===== src/rtl/wb_trig_sched_if.sv =====
// ---------------------------------------------------------------------------
// wb_trig_sched_if
// Wishbone slave bundle for the trigger sequencer.
//   wb_stb_i / wb_cyc_i : strobe and cycle from the CPU
//   wb_we_i             : write enable
//   wb_adr_i            : byte address (only [4:2] decoded by the slave)
//   wb_sel_i            : byte selects (not used by the slave)
//   wb_dat_i            : write data
//   wb_ack_o            : acknowledge from the slave
//   wb_dat_o            : registered read data from the slave
// ---------------------------------------------------------------------------
interface wb_trig_sched_if;
    logic        wb_stb_i;
    logic        wb_cyc_i;
    logic        wb_we_i;
    logic [31:0] wb_adr_i;
    logic [3:0]  wb_sel_i;
    logic [31:0] wb_dat_i;
    logic        wb_ack_o;
    logic [31:0] wb_dat_o;

    modport master (
        output wb_stb_i, wb_cyc_i, wb_we_i, wb_adr_i, wb_sel_i, wb_dat_i,
        input  wb_ack_o, wb_dat_o
    );

    modport slave (
        input  wb_stb_i, wb_cyc_i, wb_we_i, wb_adr_i, wb_sel_i, wb_dat_i,
        output wb_ack_o, wb_dat_o
    );
endinterface


===== src/rtl/wb_trig_sched.sv =====
// ---------------------------------------------------------------------------
// wb_trig_sched
// Wishbone-programmed sequencer that walks the trigger engine through up to
// four select configurations, advancing on each rising edge of the engine's
// trigger output or ending on a per-step timeout.
//   clk      : system clock
//   reset    : asynchronous active-high reset
//   wb       : Wishbone slave port (CTRL, STATUS, TIMEOUT, STEP0..3)
//   trig_i   : trig_o of the trigger engine
//   t_sel1_o : engine select 1 for the current step
//   t_sel2_o : engine select 2 for the current step
//   clr_o    : engine clear, high in IDLE and CLEAR
//   irq_o    : level interrupt raised when a sequence finishes
// ---------------------------------------------------------------------------
module wb_trig_sched #(
    parameter int STEPS = 4
) (
    input  logic             clk,
    input  logic             reset,
    wb_trig_sched_if.slave   wb,
    input  logic             trig_i,
    output logic [3:0]       t_sel1_o,
    output logic [3:0]       t_sel2_o,
    output logic             clr_o,
    output logic             irq_o
);

    localparam logic [1:0] IDLE  = 2'd0;
    localparam logic [1:0] CLEAR = 2'd1;
    localparam logic [1:0] WAIT  = 2'd2;
    localparam logic [1:0] DONE  = 2'd3;

    logic [1:0]  state, state_n;
    logic [1:0]  step, step_n;
    logic [7:0]  count, count_n;
    logic        done_r, done_n;
    logic        tmo_r, tmo_n;
    logic        loop_r;
    logic [1:0]  last_r;
    logic [15:0] timeout_r;
    logic [15:0] timer;
    logic [7:0]  step_mem [STEPS];
    logic        trig_q;
    logic        ack_r;
    logic [31:0] dat_r;
    logic [31:0] rdata;

    logic        acc, wr, rd;
    logic [2:0]  adr;
    logic        ctrl_wr, start, stop, start_ok;
    logic        trig_edge, expire, busy;
    logic        unused_bits;

    // A bus access is recognised on the first strobed cycle only; ack_r then
    // blocks a second recognition so every access is exactly two cycles.
    assign acc      = wb.wb_stb_i & wb.wb_cyc_i & ~ack_r;
    assign wr       = acc & wb.wb_we_i;
    assign rd       = acc & ~wb.wb_we_i;
    assign adr      = wb.wb_adr_i[4:2];
    assign ctrl_wr  = wr && (adr == 3'd0);
    assign stop     = ctrl_wr & wb.wb_dat_i[1];
    assign start    = ctrl_wr & wb.wb_dat_i[0] & ~wb.wb_dat_i[1];
    assign start_ok = start && ((state == IDLE) || (state == DONE));

    assign trig_edge = trig_i & ~trig_q;
    // A loaded value of 0 never reaches 1, so a zero TIMEOUT disables expiry.
    assign expire    = (timer == 16'd1);
    assign busy      = (state == CLEAR) || (state == WAIT);

    assign wb.wb_ack_o = wb.wb_stb_i & wb.wb_cyc_i & ack_r;
    assign wb.wb_dat_o = dat_r;

    assign unused_bits = ^{wb.wb_sel_i, wb.wb_adr_i[31:5], wb.wb_adr_i[1:0],
                           wb.wb_dat_i[31:16]};

    // Sequencer next-state decision. Stop overrides everything; in WAIT a
    // trigger edge takes priority over a simultaneous timer expiry.
    always_comb begin
        state_n = state;
        step_n  = step;
        count_n = count;
        done_n  = done_r;
        tmo_n   = tmo_r;
        if (stop) begin
            state_n = IDLE;
        end else begin
            case (state)
                IDLE, DONE: begin
                    if (start) begin
                        state_n = CLEAR;
                        step_n  = 2'd0;
                        count_n = 8'd0;
                        done_n  = 1'b0;
                        tmo_n   = 1'b0;
                    end
                end
                CLEAR: state_n = WAIT;
                WAIT: begin
                    if (trig_edge) begin
                        count_n = count + 8'd1;
                        if (step < last_r) begin
                            step_n  = step + 2'd1;
                            state_n = CLEAR;
                        end else if (loop_r) begin
                            step_n  = 2'd0;
                            state_n = CLEAR;
                        end else begin
                            done_n  = 1'b1;
                            state_n = DONE;
                        end
                    end else if (expire) begin
                        tmo_n   = 1'b1;
                        done_n  = 1'b1;
                        state_n = DONE;
                    end
                end
                default: state_n = IDLE;
            endcase
        end
    end

    // Register read multiplexer; CTRL reads back only its persistent fields.
    always_comb begin
        rdata = 32'd0;
        case (adr)
            3'd0: rdata = {26'd0, last_r, 1'b0, loop_r, 2'b00};
            3'd1: rdata = {16'd0, count, 2'b00, step, 1'b0, tmo_r, done_r, busy};
            3'd2: rdata = {16'd0, timeout_r};
            3'd3: rdata = 32'd0;
            default: rdata = {24'd0, step_mem[adr[1:0]]};
        endcase
    end

    // Bus side: acknowledge, registered read data and configuration writes.
    always_ff @(posedge clk or posedge reset) begin
        if (reset) begin
            ack_r     <= 1'b0;
            dat_r     <= 32'd0;
            loop_r    <= 1'b0;
            last_r    <= 2'd0;
            timeout_r <= 16'd0;
            for (int i = 0; i < STEPS; i++) step_mem[i] <= 8'd0;
        end else begin
            ack_r <= acc;
            if (rd) dat_r <= rdata;
            if (ctrl_wr) begin
                loop_r <= wb.wb_dat_i[2];
                last_r <= wb.wb_dat_i[5:4];
            end
            if (wr && (adr == 3'd2)) timeout_r <= wb.wb_dat_i[15:0];
            if (wr && adr[2]) step_mem[adr[1:0]] <= wb.wb_dat_i[7:0];
        end
    end

    // Sequencer state, step timer and the registered engine-facing outputs.
    // Selects are refreshed while idle and on entry to / during CLEAR, and
    // frozen through WAIT and DONE, so STEP writes never change a live step.
    always_ff @(posedge clk or posedge reset) begin
        if (reset) begin
            state    <= IDLE;
            step     <= 2'd0;
            count    <= 8'd0;
            done_r   <= 1'b0;
            tmo_r    <= 1'b0;
            timer    <= 16'd0;
            trig_q   <= 1'b0;
            t_sel1_o <= 4'd0;
            t_sel2_o <= 4'd0;
            clr_o    <= 1'b1;
            irq_o    <= 1'b0;
        end else begin
            state  <= state_n;
            step   <= step_n;
            count  <= count_n;
            done_r <= done_n;
            tmo_r  <= tmo_n;
            trig_q <= trig_i;
            if (state == CLEAR) begin
                timer <= timeout_r;
            end else if ((state == WAIT) && (timer != 16'd0)) begin
                timer <= timer - 16'd1;
            end
            if ((state_n == IDLE) || (state_n == CLEAR) || (state == CLEAR)) begin
                t_sel1_o <= step_mem[step_n][3:0];
                t_sel2_o <= step_mem[step_n][7:4];
            end
            clr_o <= (state_n == IDLE) || (state_n == CLEAR);
            if (done_n & ~done_r) begin
                irq_o <= 1'b1;
            end else if (start_ok || (rd && (adr == 3'd1))) begin
                irq_o <= 1'b0;
            end
        end
    end

endmodule


===== src/flat_wrapper.sv =====
// flat-port wrapper written by rule: the top's interface ports become plain ports
module wb_trig_sched_flat 
#(
    parameter int STEPS = 4
)
  (clk, reset, trig_i, t_sel1_o, t_sel2_o, clr_o, irq_o, wb_wb_stb_i, wb_wb_cyc_i, wb_wb_we_i, wb_wb_adr_i, wb_wb_sel_i, wb_wb_dat_i, wb_wb_ack_o, wb_wb_dat_o);
  wb_trig_sched_if wb_i ();
  input  logic clk;
  input  logic reset;
  input  logic trig_i;
  output logic [3:0] t_sel1_o;
  output logic [3:0] t_sel2_o;
  output logic clr_o;
  output logic irq_o;
  input wire logic [$bits(wb_i.wb_stb_i)-1:0] wb_wb_stb_i;
  input wire logic [$bits(wb_i.wb_cyc_i)-1:0] wb_wb_cyc_i;
  input wire logic [$bits(wb_i.wb_we_i)-1:0] wb_wb_we_i;
  input wire logic [$bits(wb_i.wb_adr_i)-1:0] wb_wb_adr_i;
  input wire logic [$bits(wb_i.wb_sel_i)-1:0] wb_wb_sel_i;
  input wire logic [$bits(wb_i.wb_dat_i)-1:0] wb_wb_dat_i;
  output wire logic [$bits(wb_i.wb_ack_o)-1:0] wb_wb_ack_o;
  output wire logic [$bits(wb_i.wb_dat_o)-1:0] wb_wb_dat_o;
  assign wb_i.wb_stb_i = wb_wb_stb_i;
  assign wb_i.wb_cyc_i = wb_wb_cyc_i;
  assign wb_i.wb_we_i = wb_wb_we_i;
  assign wb_i.wb_adr_i = wb_wb_adr_i;
  assign wb_i.wb_sel_i = wb_wb_sel_i;
  assign wb_i.wb_dat_i = wb_wb_dat_i;
  assign wb_wb_ack_o = wb_i.wb_ack_o;
  assign wb_wb_dat_o = wb_i.wb_dat_o;
  wb_trig_sched #(.STEPS(STEPS)) u_core (.clk(clk), .reset(reset), .wb(wb_i), .trig_i(trig_i), .t_sel1_o(t_sel1_o), .t_sel2_o(t_sel2_o), .clr_o(clr_o), .irq_o(irq_o));
endmodule

===== config.mk =====
export PLATFORM = sky130hd
export DESIGN_NAME = wb_trig_sched_flat
export DESIGN_NICKNAME = d
export VERILOG_FILES = /design/src/rtl/wb_trig_sched_if.sv /design/src/rtl/wb_trig_sched.sv /design/src/flat_wrapper.sv
export SDC_FILE = /design/constraint.sdc
export NUM_CORES = 1
export LEC_CHECK = 0
export BUFFER_PORTS_ARGS = -buffer_cell sky130_fd_sc_hd__buf_2
export CELL_PAD_IN_SITES_DETAIL_PLACEMENT = 1
export CELL_PAD_IN_SITES_GLOBAL_PLACEMENT = 2
export CORE_MARGIN = 2
export CORE_UTILIZATION = 30
export CTS_CLUSTER_SIZE = 24
export DETAILED_ROUTE_END_ITERATION = 10
export PLACE_DENSITY_LB_ADDON = 0.1
export SYNTH_ARGS = -nofsm -noshare
export SYNTH_HDL_FRONTEND = slang
export SYNTH_SLANG_ARGS = --single-unit
export TNS_END_PERCENT = 20

===== constraint.sdc =====
create_clock -name clk -period 3.35 [get_ports clk]
set_input_delay 0.5025 -clock clk [delete_from_list [all_inputs] [get_ports clk]]
set_output_delay 0.5025 -clock clk [all_outputs]
set_load 0.005 [all_outputs]

==> results.yml <==
synthesis:
  primary_ff_master_synth: "sky130_fd_sc_hd__dfrtp_1"
  synth.top_cells.by_area: "sky130_fd_sc_hd__dfrtp_1 46%, sky130_fd_sc_hd__mux2_2 9.9%, sky130_fd_sc_hd__nand2_1 4.7%, sky130_fd_sc_hd__o21ai_0 3.5%, sky130_fd_sc_hd__mux4_2 3.1%"
  synthDistinctLibCells: 67
  yosysWarningCount: 0
  postSynthRegisterBits: 109
  synth_largest_type_area_fraction: 0.458
  post_synth_instance_area_mm2: 0.00590
  post_synth.cell_area_avg_um2: 10.2
  async_flop_share: 1.00
  synth_largest_area_cell: "sky130_fd_sc_hd__dfrtp_1"
  synthesis.instances: 580
  synth_edf_count: 0
  seq_area_frac_synth: 0.463
sta:
  hold_viol_final: 0
  actual_transition_at_the_worst_max_transition_pin_ns: 0.849
  period_minus_slack_ns: 2.79
  whs_ns: 0.295
  setup_repair_after_global_routing_missed_its_margin: "false"
  part_of_the_cycle_the_worst_path_needs: 0.832
  max_freq_mhz: 359
  worst_clk_skew_ns: 0.0131
  timing.final.setup_violations: 0
  timing.slew.headroom: 0.433
  setup_total_negative_slack_ns: 0
  final-max-slew-violation-count: 0
drt:
  detail_route.wl_per_cell_um: 19.6
  first_pass_detailed_route_iteration_total: 4
  drt-total-wl_mm: 17.6
  detailedRoute.firstIterationViolations: 145
  drt-vias-per-instance: 5.02
  ant_nets: 0
  routed-via-count: 4504
  route.detailed.drc: 0
min_path:
  hold_path.class: "in2reg"
  holdPathStages: 1
  hold_path_end: "u_core.trig_q"
  timing.hold.worst.start: "trig_i"
cts:
  cts-root-to-sink-buffers: 2
  cts_repair_resize_count: 0
  clk_latency_ns: 0.36
  cts-htree-levels: 3
  cts_num_sinks: 109
  cts_tree: "built"
  post-cts-setup-buffers: 0
  clockRootBuffer: "sky130_fd_sc_hd__clkbuf_16"
  cts-hold-fix-buffers: 0
  cts_made_buffers: 9
  cts.reportedPaths.clkPinSlew_ns: 0.07
floorplan:
  floorplan.initialDensity: 0.304
  chip_height_um: 144
  placementRows: 51
  boundaryPins: 117
  placeableCoreArea_mm2: 0.0194
  horiz_die_dim_um: 144
  die_area_mm2: 0.0208
worst_setup_path:
  criticalPathCategory: "reg2reg"
  worst_setup_path_start_kind: "flop"
  critPathLaunch: "u_core.state[1]"
  capture_point_of_the_worst_reg_to_reg_path: "u_core.t_sel1_o[1]"
  worstPathRequired_ns: 3.60
  timing.critical_path.cells: "inv_1 -> ha_1 -> inv_1 -> o21a_4 -> and4_1 -> nand2_2 -> a21oi_1 -> a21oi_1 -> a32o_1"
  rrSetupSlack_ns: 0.56
  worst_path_largest_cell_delay_ns: 0.54
  critical_path.n_buffers_inverters: 2
  critical_path.slowest_cell: "sky130_fd_sc_hd__and4_1"
  timing.reg2reg.worst_path_depth: 9
  worst_r2r_startpoint: "u_core.state[1]"
  critical_path_arrival_ns: 3.03
  worst_path_max_fanout: 11
  critPathCaptureType: "flop"
  crit_family: "compound AO/OA/AOI/OAI gates"
global_route:
  grt_overflow_total: 0
  grt.busiest_layer: "met2"
  groute.usage.overall: 0.181
  gr-usage-met1: 0.236
  grt_pass1_vias: 4810
  grt_start_max_net_pins: 110
  grt_first_pass_wirelength_mm: 28.4
  grt.met3_usage: 0.0285
  number_of_antenna_violations_at_the_first_check_in_global_routing: 0
  groute.layer.met2.usage: 0.317
run_status:
  outcome: "finished clean"
finish:
  post_route_utilization: 0.351
  antenna_diode_count: 0
  area_growth_syn_to_layout_pct: 15.4
  leading_cell_type_in_the_layout_fill_and_taps_excluded: "sky130_fd_sc_hd__dfrtp_1"
  final_design_area_no_fill_mm2: 0.00681
  mostFrequentLayoutCells: "108 x sky130_fd_sc_hd__dfrtp_1, 74 x sky130_fd_sc_hd__nand2_1, 52 x sky130_fd_sc_hd__mux2_2"
  nets: 709
  ratio_of_cells_with_drive_above_1_in_the_final_layout: 0.256
pwr:
  p_leak_nw: 3.00
  ir_worst_vdd_mv: 0.350
  p_per_area_mw_per_mm2: 709
  p_total_mw: 4.83
place:
  place.gp.congestion: 0.810
  hpwlAfterDp_mm: 12.5
  place_area_mm2: 0.00645
  port_buffers: 51
flow_run:
  max_cap_viol_count: 0
## synthesized netlist by cell type (all sizes together), types with 2 or more instances
library cell and n:
mux4 8, dfrtp 108, nand3 11, o221ai 2
xnor2 9, nand4b 3, and3 3, inv 16
o221a 2, nor4 10, or3 2, nor2b 5
nand2 75, mux2 54, a32o 2, nor2 38
and2 3, or4b 3, a22o 5, o32ai 2
xor2 5, mux2i 7, a31oi 3, a41oi 2
o22ai 12, o21ai 46, a2111oi 2, o31ai 17
ha 7, o311ai 2, clkbuf 25, nor3b 2
or4 2, nand2b 8, nor3 12, a21o 3
a21oi 16, a22oi 9, buf 24
## flip-flops by register name, indices dropped and copies added (netlist names), 2 cells and up
name	cells
u_core.t_sel1_o	4
u_core.count	8
u_core.t_sel2_o	4
u_core.state	2
u_core.wb.wb_dat_o	16
u_core.timeout_r	16
u_core.step_mem	32
u_core.step	2
u_core.timer	16
u_core.last_r	2
## through the flow
stage               cells  worst slack [ns]
finish                898             0.563
CTS                   898             0.554
global route          898             0.350
detailed placement    882             0.431
floorplan             595             0.826
global placement      882             0.396
## cell type report
type,instances,area (um2)
fillers,2245,12600
multi-input cells,421,2910
flip-flops and latches,109,2730
repair buffers,71,418
well taps,265,332
clock buffers,10,239
clock inverters,6,119
inverters,16,63.8
## routing by layer
metal	up-vias	routed length [um]
met3	16	514
met4	0	247
met5	-	0
met1	2250	8080
li1	2156	-
met2	82	8750
## worst max-delay path by stage
| stage | endpoint | slack [ns] | depth (start not counted) |
|---|---|---|---|
| 4_1_cts | u_core.t_sel1_o[1] | 0.55 | 9 |
| 3_3_place_gp | u_core.step_mem[21] | 0.40 | 5 |
| 2_1_floorplan | u_core.t_sel1_o[1] | 0.83 | 8 |
| 6_report | u_core.t_sel1_o[1] | 0.56 | 9 |
| 5_1_grt | u_core.t_sel1_o[2] | 0.35 | 9 |
| 3_5_place_dp | u_core.step_mem[21] | 0.43 | 5 |
## report_power, final
group / internal, mW / total (mW) / switching (mW)
combinational: 0.689 / 1.69 / 1.00
clock: 0.760 / 1.29 / 0.527
sequential: 1.60 / 1.85 / 0.249
## logic make-up after synthesis
logic type,after synthesis,synth area share
adder cells (fa/ha/maj),7,0.0149
AO/OA/AOI/OAI,134,0.154
multiplexers,69,0.146
other,1,0.000636
AND/OR/NAND/NOR,181,0.147
buffers and inverters,65,0.0550
XOR/XNOR,14,0.0208
flip-flops,109,0.463
Power figures use the tool's default switching activity.
